`src/rtl/swt_debounce.sv`:
```
// swt_debounce
// ------------
// Synchroniser and debouncer for the four Basys3 slide switches.
// Each switch bit has the same chain: a 2-flop synchroniser, a stability
// counter and a debounced output flop. A new level is accepted only after the
// synchronised input has differed from the output for STABLE_CYCLES
// consecutive cycles. Any cycle in which it matches the output again restarts
// that count from zero.
//
// Build option:
//   SWT_DEBOUNCE_CHG_EN  defined   -> registered one-cycle change pulses on chg
//                        undefined -> chg tied to 4'b0000 (port kept)
//
// Parameter legal range: 1 <= STABLE_CYCLES <= 2**CNT_W.
// Reset is synchronous and active-high.

module swt_debounce #(
    parameter int STABLE_CYCLES = 1000000,
    parameter int CNT_W         = 20
) (
    input  logic       clk,
    input  logic       rst,
    input  logic [3:0] sw_raw,
    output logic [3:0] swt,
    output logic [3:0] chg,
    output logic       stable
);

    // Terminal count. Reaching it while the mismatch persists accepts the
    // new level. The counter is cleared at that same edge, so it never wraps.
    localparam logic [CNT_W-1:0] CNT_LAST = CNT_W'(STABLE_CYCLES - 1);
    localparam logic [CNT_W-1:0] CNT_ONE  = CNT_W'(1);
    localparam logic [CNT_W-1:0] CNT_ZERO = '0;

    logic [3:0]       s1_q;
    logic [3:0]       s2_q;
    logic [3:0]       swt_q;
    logic [3:0]       swt_d;
    logic [3:0]       acceptHit;
    logic [CNT_W-1:0] cnt_q [4];
    logic [CNT_W-1:0] cnt_d [4];

    // Two-stage synchroniser bringing the asynchronous pins into the clk domain
    always_ff @(posedge clk) begin
        if (rst) begin
            s1_q <= 4'b0000;
            s2_q <= 4'b0000;
        end else begin
            s1_q <= sw_raw;
            s2_q <= s1_q;
        end
    end

    // Per-bit qualification: clear on match, accept at terminal count, else count up
    always_comb begin
        acceptHit = 4'b0000;
        for (int i = 0; i < 4; i++) begin
            cnt_d[i] = cnt_q[i];
            if (s2_q[i] == swt_q[i]) begin
                cnt_d[i] = CNT_ZERO;
            end else if (cnt_q[i] == CNT_LAST) begin
                cnt_d[i]     = CNT_ZERO;
                acceptHit[i] = 1'b1;
            end else begin
                cnt_d[i] = cnt_q[i] + CNT_ONE;
            end
        end
        // An accepted bit can only move towards s2, and s2 differs from swt
        // whenever it is accepted, so a toggle is exact.
        swt_d = swt_q ^ acceptHit;
    end

    // Stability counters and debounced outputs. Reset discards any partial count.
    always_ff @(posedge clk) begin
        if (rst) begin
            swt_q <= 4'b0000;
            for (int i = 0; i < 4; i++) begin
                cnt_q[i] <= CNT_ZERO;
            end
        end else begin
            swt_q <= swt_d;
            for (int i = 0; i < 4; i++) begin
                cnt_q[i] <= cnt_d[i];
            end
        end
    end

`ifdef SWT_DEBOUNCE_CHG_EN
    logic [3:0] chg_q;

    // Change pulses, high for the single cycle after a bit is accepted; reset itself never pulses
    always_ff @(posedge clk) begin
        if (rst) begin
            chg_q <= 4'b0000;
        end else begin
            chg_q <= acceptHit;
        end
    end

    assign chg = chg_q;
`else
    assign chg = 4'b0000;
`endif

    assign swt = swt_q;

    // Settled when every synchronised level already matches its debounced output
    assign stable = &(~(s2_q ^ swt_q));

endmodule

```
`config.mk`:
```
export PLATFORM = sky130hd
export DESIGN_NAME = swt_debounce
export DESIGN_NICKNAME = d
export VERILOG_FILES = /design/src/rtl/swt_debounce.sv
export SDC_FILE = /design/constraint.sdc
export NUM_CORES = 1
export LEC_CHECK = 0
export ABC_CLOCK_PERIOD_IN_PS = 2240
export CAP_MARGIN = 20
export CORE_ASPECT_RATIO = 0.6
export CORE_MARGIN = 4
export CORE_UTILIZATION = 55
export DETAILED_ROUTE_END_ITERATION = 7
export PLACE_DENSITY = 0.76
export RECOVER_POWER = 50
export SLEW_MARGIN = 40
export SYNTH_ARGS = -nofsm -noshare
export SYNTH_HDL_FRONTEND = slang
export SYNTH_SLANG_ARGS = --single-unit
```
`constraint.sdc`:
```
create_clock -name clk -period 2.24 [get_ports clk]
set_input_delay 0.336 -clock clk [delete_from_list [all_inputs] [get_ports clk]]
set_output_delay 0.336 -clock clk [all_outputs]
set_load 0.02 [all_outputs]
```
; ---- Yosys cells after proc, flatten, opt, wreduce, memory -nomap -nowiden
; Memories as Yosys holds them, arrays and structs flattened.
; Cells that the tools add are included.
[word_totals]
n_memories = 1
out_inout_bits = 9
elab_cells = 47
inputBits = 6
ram_bits = 80
mem_bits_ro = 0
ff_bits = 12
latch_bits = 0
[classes]
n_eq_ne = 8
shifts = 0
n_mux = 23
n_reduce_logical = 1
bitwise_logic = 7
multipliers = 0
addsub = 4
order_cmp = 0
div_mod_pow = 0
[memory_table]
columns = memory, depth, word_bits, read_ports, rd_clocked_by_memory_dff, write_ports, line_no
row1 = cnt_q, 4, 20, 4, 0, 4, 40  ; logic [CNT_W-1:0] cnt_q [4];
[op_table]
columns = cell, count
row1 = 20-bit two-way mux, 12
row2 = 20-bit by 1-bit adder with 20-bit output (second input constant), 4
row3 = 20-bit equality test (second input constant), 4
row4 = 1-bit two-way mux, 11
row5 = 4-bit XOR, 2
row6 = 1-bit equality test, 4
row7 = 4-bit NOT, 1
row8 = 1-bit bitwise OR, 4
row9 = 4-bit AND reduction, 1

; ---- Longest topological paths before layout
; Gate-level depths: netlist of the first run.
; An unclocked memory read counts as a cell.
[logic_depth]
word_depth = 5
depth_mapped = 6
mapped_depth_nobuf = 5

; ---- Worst setup path before layout of the first run
; Ideal clock, no wire load.
[synth_path]
path_kind = register to register
from = memory cnt_q[3][8]
to = memory cnt_q[3][11]
required_time_ns = 2.125
synth_period_minus_slack_ns = 1.971
path_stages_with_launch = 6
n_path_buf = 1
path_slack_ns = 0.269
setup_ns = 0.115
arrival_time_ns = 1.857
cell_sequence = dfxtp_1 or4b_1 or4_4 o211ai_4 buf_8 nor2_1
[synth_lines]
columns = element, line_no
row1 = "start, declared", 40

==> summary.txt, run 1 <==
Run status
  – Outcome: completed

Layout
  – Post-layout instance area: ~4700 sq um
  – ANT cells: 0
  – Filler cell count: 613
  – Fin nets: 489
  – Layout cells sized above 1: 0.06625
  – Area grow syn2layout: 14.19%

Pwr
  – Peak supply drop: 0.4610 mV
  – Power per cell area: 721.5 nW/um^2
  – Total power: 0.003372 W
  – Leakage power: around 1.5 nW

Synth
  – Yosys warns: 0
  – Main combinational cell family by area after synthesis: simple AND/OR/NAND/NOR gates
  – Sequential share of the synthesized area: 0.4500
  – Simple-Gate Fraction of Synth Area: 0.2923
  – Top cell type's share of synthesized area: 0.4500
  – Synth Area in Compound Gates: 0.09814
  – Mapped Avg Cell Area: 8.897 sq um
  – Leading area contributor after synthesis: dfxtp_1
  – Post-synthesis mux area share: 0
  – EDFF count, synth: 0
  – Commonest cells post-synth: dfxtp_1, nor2_1, a21oi_1, xor2_1, nand3_1
  – Syn Inst Count: 460
  – Prevailing post-synth register cell: dfxtp_1
  – Xor and xnor fraction of the mapped netlist area: 0.1070
  – Synth Area in Adders: 0.01223
  – Mapped cell area: 4093 sq um
  – Most instantiated library cell after synthesis: dfxtp_1
  – Share of flip-flops with an asynchronous set or reset: 0
  – Netlist cell types: 34
  – Synth area leaders: dfxtp_1, xor2_1, nor2_1, xnor2_1, a21oi_1
  – Post-synthesis sequential element count: 92

STA
  – Fin. max-slew vios: 0
  – Fin Setup TNS: 0 ns
  – Final Setup Violations: 0
  – Clock period minus worst slack: between 2 and 2.5 ns
  – RSZ-0062 raised after global routing: no
  – Worst-margin pin slew: 0.5561 ns
  – Period utilization: 0.9345
  – Final hold vios: 0
  – Max Clk Rate: around 0.48 GHz
  – Max Clock Skew: ~0.0074 ns
  – Max transition margin: 0.6293

CTS
  – Clk sink count: 92
  – Clk slew on worst S/H paths: 0.06 ns
  – Total setup buffers inserted after CTS: 0
  – Clk_lat worst skew: 0.34 ns
  – Total CTS buffers: 9
  – Max clock buf depth: 2
  – CTS Hold Bufs: 0
  – CTS tree: done
  – Root buf cell: clkbuf_16
  – H-tree Lvls: 3

Worst setup path
  – Setup CP Type: flop to flop
  – Setup crit end kind: flop
  – Reg-to-reg startpoint: cnt_q[3][7]$_SDFF_PP0_
  – Reg-to-reg critical path endpoint: cnt_q[3][18]$_SDFF_PP0_
  – Critical Path Source Type: flop
  – WP data arrival: 2.31 ns
  – R2r setup slk: 0.15 ns
  – CP Max Fanout: 17
  – Worst reg2reg path depth: 5
  – CP required: 2.45 ns

Global routing
  – Largest net degree at the start of global routing: 21
  – First-pass GRT wire length: 13840 microns
  – Total track usage: 0.1929
  – Antenna violations before repair: 0
  – Vias in the first global route: 2957
  – Total grt overflow: 0

Placement
  – HPWL after detailed placement: approximately 5700 microns
  – Placed Area: 4353 sq um
  – Gp weighted congestion: 0.8289
  – Port buffer count: 10

Routing
  – Initial DRT Pass Iterations: 5
  – Via count: 3289
  – Drt initial violations: ~230
  – Vias per Instance: 5.603
  – Post-DRT Antenna Nets: 0
  – DR WL/cell: 13.93 microns
  – WL final: 8176 microns
  – Drt drc: 0

Die
  – Starting Density: 0.5655
  – IO Count: 15
  – Chip height: 74.82 microns
  – Std-Cell Rows: 24
  – Die ar.: 8931 sq um
  – Die Wd: 119.4 microns
  – CORE AREA: 7237 sq um

Flow run
  – Max-Cap Viols: 0

Min path
  – Hold Crit Class: flop to flop
  – Worst Hold Path Cells: 1
  – Min-delay src: s1_q[2]$_SDFF_PP0_
  – Worst Hold End: s2_q[2]$_SDFF_PP0_
layout make-up:
class                      count  area [sq um]  share of cell area
multi-input combinational    338          2097              0.4487
tap                          104         130.1             0.02784
timing repair buffer          20         201.4             0.04311
inverter                      18         67.56             0.01446
clock buffer                  12         266.5             0.05703
sequential                    92          1842              0.3941
clock inverter                 3         68.82             0.01473
layer usage:
metal  global-route usage  part of all wire  wire length [microns]
met5                    0                 0                      0
met4              0.05457             0.014                    117
met2               0.3077              0.45                   3683
met1               0.2631              0.49                   4026
met3              0.05180             0.042                    347
where the power goes:
group          internal (W)  leakage, nW  switching (W)
sequential          0.00164        0.743     0.00000525
combinational     0.0000248        0.555      0.0000358
clock               0.00106        0.165       0.000597
total               0.00273         1.46       0.000638
critical path: stages, from the launching register on:
cell	delay [ns]
dfxtp_1	0.36
or4b_1	0.53
or4_1	0.62
o211ai_4	0.24
buf_12	0.18
a21oi_1	0.05
timing repair:
action / 4_1_cts / 5_1_grt
setup endpoints to repair: 1 / 0
gates resized for setup: 1 / 0
hold endpoints to repair: 0 / 0
placed cells by master, fill, tap and decap left out, drive strengths merged:
master,count
o31ai,14
and3,7
nor4,8
clkinv,1
clkbuf,15
o211ai,3
nor2,55
and2,6
nand2,24
or3,19
nor3,5
or4b,7
nand4,19
dfxtp,92
and4,7
xor2,28
conb,4
ha,4
buf,7
dlygate4sd3,5
or2,3
nor4bb,1
dlygate4sd2,1
or4,18
nor4b,2
o21ai,17
nor2b,8
clkdlybuf4s50,4
xnor2,22
nand3,27
a21oi,30
bufinv,2
inv,18
flip-flops by register name (all words and copies together) (netlist names), named ones only:
signal	count
cnt_q	80
s1_q	4
s2_q	4
how the worst max path moves through the flow:
| stage | from | endpoint | slack [ns] |
|---|---|---|---|
| global placement | cnt_q[3][7]$_SDFF_PP0_ | cnt_q[3][17]$_SDFF_PP0_ | 0.28 |
| global route | cnt_q[1][0]$_SDFF_PP0_ | flop | 0.08 |
| detailed placement | cnt_q[3][7]$_SDFF_PP0_ | cnt_q[3][18]$_SDFF_PP0_ | 0.22 |
| finish | cnt_q[3][7]$_SDFF_PP0_ | cnt_q[3][18]$_SDFF_PP0_ | 0.15 |
| CTS | cnt_q[3][7]$_SDFF_PP0_ | cnt_q[3][18]$_SDFF_PP0_ | 0.21 |
| floorplan | cnt_q[3][8]$_SDFF_PP0_ | cnt_q[3][11]$_SDFF_PP0_ | 0.27 |
logic make-up after synthesis:
group / Yosys count
AOI/OAI and AO/OA: 64
xor gates and xnor gates: 50
adders and majority gates: 4
buffers and inverters: 33
DFF: 92
other: 1
and+or+nand+nor: 216
metrics by stage:
step | cells | utilization | hold slack (ns) | worst slack (ns)
4_1_cts | 587 | 0.6476 | 0.4396 | 0.2075
5_1_grt | 587 | 0.6457 | 0.4557 | 0.08015
2_1_floorplan | 463 | - | 0.4076 | 0.2687
3_5_place_dp | 572 | 0.6015 | 0.4239 | 0.2232
3_3_place_gp | 572 | 0.6015 | 0.4181 | 0.2848
6_report | 587 | 0.6457 | 0.4352 | 0.1467
No activity file was read; power rests on OpenSTA's default activity.
==> run 2, diff against run 1 <==
--- a/config.mk
+++ b/config.mk
@@ -11,6 +11,7 @@
 export CORE_MARGIN = 4
 export CORE_UTILIZATION = 55
 export DETAILED_ROUTE_END_ITERATION = 7
+export GPL_ROUTABILITY_DRIVEN = 1
 export PLACE_DENSITY = 0.76
 export RECOVER_POWER = 50
 export SLEW_MARGIN = 40
==> results of run 2 <==
No change in the layout: final DEF, timing and power equal those of run 1.
==> run 3, diff against run 2 <==
--- a/config.mk
+++ b/config.mk
@@ -12,6 +12,7 @@
 export CORE_UTILIZATION = 55
 export DETAILED_ROUTE_END_ITERATION = 7
 export GPL_ROUTABILITY_DRIVEN = 1
+export HOLD_SLACK_MARGIN = 0.03
 export PLACE_DENSITY = 0.76
 export RECOVER_POWER = 50
 export SLEW_MARGIN = 40
==> results of run 3 <==
No change in the layout: final DEF, timing and power equal those of run 1.
==> RTL change 1 (flow settings as in run 1) <==
Set the parameter `CNT_W` to 40 (it was 20).
--- a/src/rtl/swt_debounce.sv
+++ b/src/rtl/swt_debounce.sv
@@ -17,5 +17,5 @@
 module swt_debounce #(
     parameter int STABLE_CYCLES = 1000000,
-    parameter int CNT_W         = 20
+    parameter int CNT_W         = 40
 ) (
     input  logic       clk,
Function: no difference found for any inputs over 10 cycles, from zero or initial values and one cycle with rst high; that may be too few to reach the edited logic, so the function may still have changed.
==> RTL change 1 against run 1 <==
  * Routed wire length increased by 92%
  * Final cell count up 96%
  * Worst setup slack lost 31 ps
  * Largest cell class unchanged
  * Sequential cell count is 80 higher
  * Synthesized cell count rose by 100%
  * Worst hold slack better by 5.7 ps
  * Power grew 77%
  * Synthesized area is 90% higher
  * Cell area grew 89%
==> RTL change 1: results (changes against run 1) <==
Run status
  • Outcome: completed

STA
  • Fin Clk Skew: 9.22 ps (+1.85 ps)
  • Actual slew at the worst max-slew pin: 595 ps (+39.0 ps)

Placement
  • Dpl hpwl: 10300 um (+82%)

Clock tree
  • Clock buffer depth: 2 (unchanged)
  • CTS H-tree depth: 4 (+1)
  • Clock Latency Late Sink: 420 ps (+80 ps)
  • Root Buffer: clkbuf_16
  • TritonCTS Buffers: 17 (+8)

Worst setup path
  • Arr. time, crit path: 2430 ps (+120 ps)
  • Critical Path Max Stage Delay: 590 ps (-30 ps)
  • Worst-path fanout max: 40 (+23)

Route
  • Final wirelength: 15700 um (+92%)
  • Routed length on met2: 6360 um (+73%)
  • Met3 WL: 690 um (+99%)
  • Initial drt markers: 519 (+120%)
  • M1 WL: 8520 um (+110%)
  • DR vias/cell: 5.41 (-3.4%)
  • DR pass1 iterations: 5 (unchanged)

Global routing
  • GRT Resource Usage Total: 0.202 (+0.00957)
  • Antenna violations before repair: 0 (unchanged)
  • First-pass GRT wire length: 27200 um (+96%)
  • Largest net degree at the start of global routing: 41 (+95%)
  • Vias in the first global route: 5541 (+87%)

Cells and area
  • Layout fillers: 1159 (+89%)
  • Layout cells sized above 1: 0.0824 (+0.0161)
  • Regs by FF count: cnt_q (160), s1_q (4), s2_q (4)

Power and ir drop
  • Leakage: 2.66 nW (+82%)
  • Peak VDD IR: 0.566 mV (+23%)

Yosys
  • Sequential area share after synthesis: 0.442 (-0.00778)
  • Primary FF master, synth: dfxtp_1
  • Largest cells by area after synthesis: dfxtp_1 44%, xnor2_1 10%, nor2_1 8.6%
  • Synth cell count leaders: 179 x nor2_1, 172 x dfxtp_1, 90 x xnor2_1
## RTL change 1: cell types whose count changed in the layout (fill, tap and decap cells not counted), sizes merged, moves of 26 or more
cell	before	now
dfxtp	92	172
nand3	27	53
nand4	19	55
nor2	55	179
nor3	5	41
nor4	8	44
xnor2	22	90
xor2	28	56
## RTL change 1: final timing paths
kind | start | endpoint | slack, ps | cells past startpoint
setup / recovery | cnt_q[1][21] | cnt_q[1][18] | 120 | 6
hold / removal | s1_q[3] | s2_q[3] | 440 | 1
setup reg to reg | cnt_q[1][21] | cnt_q[1][18] | 120 | 6
hold reg to reg | s1_q[3] | s2_q[3] | 440 | 1
## RTL change 1: stage by stage
stage	setup WS [ps]	utilization	cell area [um2]	instances
2_1_floorplan	37.5	-	7800	928
3_3_place_gp	154	0.601	8260	1120
3_5_place_dp	122	0.601	8260	1120
4_1_cts	114	0.642	8830	1151
5_1_grt	0.785	0.641	8820	1151
6_report	116	0.641	8820	1151
## RTL change 1: routing by layer
layer,vias up,GRT usage
met4,0,0.0668
met5,-,0
met3,13,0.0369
met2,127,0.279
li1,3203,-
met1,2886,0.316
## RTL change 1: what timing repair did
item                                    in CTS  in global routing
endpoints found under the setup margin       1                  6
endpoints found under the hold margin        0                  0
resized for setup                            2                  3
setup buffers                                0                  0
## RTL change 1: cell families after synthesis
logic type               share of synthesized area
buffers and inverters                       0.0382
adder cells (fa/ha/maj)                    0.00643
multiplexers                               0.00514
other                                     0.000482
flip-flops                                   0.442
XOR/XNOR                                     0.164
AO/OA/AOI/OAI                               0.0132
AND/OR/NAND/NOR                              0.330
## RTL change 1: report_power, final
part	switching (mW)	internal [mW]	total, mW	leakage (nW)
clock	1.24	1.59	2.83	0.268
combinational	0.0445	0.0252	0.0697	1.00
sequential	0.00446	3.07	3.07	1.39
total	1.29	4.68	5.97	2.66
## RTL change 1: area by class of cell
class | count | share of cell area
sequential | 172 | 0.391
multi-input combinational | 683 | 0.461
tap | 192 | 0.0272
inverter | 29 | 0.0123
clock inverter | 12 | 0.0129
timing repair buffer | 44 | 0.0440
clock buffer | 19 | 0.0514
==> RTL change 2 (config.mk and constraints of run 1) <==
Without the edit above. Take the reset off `s2_q` and load it in a clocked block of its own.
--- a/src/rtl/swt_debounce.sv
+++ b/src/rtl/swt_debounce.sv
@@ -45,9 +45,11 @@
         if (rst) begin
             s1_q <= 4'b0000;
-            s2_q <= 4'b0000;
         end else begin
             s1_q <= sw_raw;
-            s2_q <= s1_q;
         end
+    end
+
+    always_ff @(posedge clk) begin
+        s2_q <= s1_q;
     end
 
Behaviour: differs if rst is asserted again (counterexample within 4 cycles, from zero or initial values and one cycle with rst high); with rst held inactive, the same outputs for 10 cycles.
==> RTL change 2 against run 1 <==
  * Critical path depth is 2 lower
  * Largest cell class unchanged
  * Sequential power hardly changed
  * Sequential cell count stayed put
  * Synthesized area is 0.73% lower
  * Non-clock buffer count stayed put
  * Routed wire length is 1.9% lower
  * Cell area is 2.0% lower
  * Power is 0.35% lower
  * Worst setup slack worse by 50 ps
  * Synthesized cell count is 0.65% higher
  * Clock skew is 1.4 ps lower
==> RTL change 2: results (changes against run 1) <==
Cells and area
  • Seq area share: 0.402 (+0.00786)
  • Layout clock area frac: 0.0713 (-0.000481)
  • Finished Cell Area: 0.00458 mm2 (-2.0%)
  • NonClk Buf Share: 0.0415 (-0.00160)
  • Final #Nets: 490 (+0.20%)
  • Layout cells sized above 1: 0.0742 (+0.00797)
  • Multi-input combinational area share: 0.447 (-0.00198)
  • Clock buffer count: 10 (-2)
  • Layout fillers: 576 (-6.0%)

Floorplan
  • Die X: 119 um (-0.34%)

STA
  • Max_slew headroom: 0.591 (-0.0387)
  • Fin Clk Skew: 5.94 ps (-1.42 ps)
  • Period utilization: 0.957 (+0.0222)
  • Hold_ws: 326 ps (-109 ps)

Power and ir drop
  • Leakage: 1.38 nW (-5.8%)
  • Combinational share of power: 0.020 (+0.002)
  • Power Total: 3.36 mW (-0.35%)
  • Peak VDD IR: 0.497 mV (+7.8%)
  • Clk network pwr share: 0.488 (-0.005)
  • P_int: 2.68 mW (-1.9%)

Placement
  • Post-Place Cell Area: 0.00428 mm2 (-1.7%)
  • Dpl hpwl: 5520 um (-2.6%)
  • RD Place Congestion: 0.810 (-2.3%)

Global routing
  • GRT Resource Usage Total: 0.197 (+0.00458)
  • First-pass GRT wire length: 14200 um (+2.3%)
  • Largest net degree at the start of global routing: 20 (-4.8%)
  • Antenna violations before repair: 0 (unchanged)
  • Vias in the first global route: 3037 (+2.7%)

Clock tree
  • CTS resizes: 0 (-1)

Route
  • Initial drt markers: 225 (-3.8%)
  • Vias post-DR: 3226 (-1.9%)
  • DR pass1 iterations: 4 (-1)
  • Final wirelength: 8020 um (-1.9%)

Worst setup path
  • Critical Path Max Stage Delay: 650 ps (+30 ps)
  • Setup crit end: stable
  • Critical path class: reg -> out
  • Reg-to-reg startpoint: cnt_q[3][8]
  • Reg-to-reg slack, setup: 100 ps (-50 ps)
  • Top Family by Delay on Critical Path: buffers and inverters
  • Arr. time, crit path: 1810 ps (-500 ps)

Yosys
  • Largest cells by area after synthesis: dfxtp_1 45%, xnor2_1 7.5%, nor2_1 5.6%
  • Adder-Cell Fraction of Synth Area: 0.0123 (+0.0000904)
  • Synth cell count leaders: 92 x dfxtp_1, 61 x nor2_1, 35 x xnor2_1
  • Cells after Synth: 463 (+0.65%)
  • Synth Area in Compound Gates: 0.0909 (-0.00728)
  • Sequential area share after synthesis: 0.453 (+0.00333)
  • Post-synthesis cell type count: 41 (+21%)
  • Post-Synth XOR/XNOR Area: 0.110 (+0.00295)

Hold path
  • Hold Path Sink: s2_q[2]
  • Worst Hold Path Cells: 0 (-1)

Run status
  • Outcome: completed
==> RTL change 2: cell types whose count changed after synthesis, sizes merged, moves of 5 or more <==
| cell | before | now |
|---|---|---|
| nor2 | 55 | 61 |
| nor3 | 5 | 12 |
| nand2 | 24 | 29 |
| o31ai | 14 | 9 |
| and3 | 7 | 1 |
| nand4 | 19 | 12 |
| xor2 | 28 | 16 |
| xnor2 | 22 | 35 |
==> RTL change 2: cells by family (layout without fill, tap and decap cells) <==
logic type,after synthesis,after routing
AOI/OAI and AO/OA,61,61
and+or+nand+nor,219,219
adders and majority gates,4,4
buffers and inverters,35,54
DFF,92,92
xor gates and xnor gates,51,51
other,1,4
==> RTL change 2: metal layers <==
layer | GRT usage | vias up | share of wire
li1 | - | 1646 | -
met1 | 0.264 | 1501 | 0.50
met2 | 0.304 | 63 | 0.44
met3 | 0.0653 | 16 | 0.046
met4 | 0.0680 | 0 | 0.016
met5 | 0 | - | 0
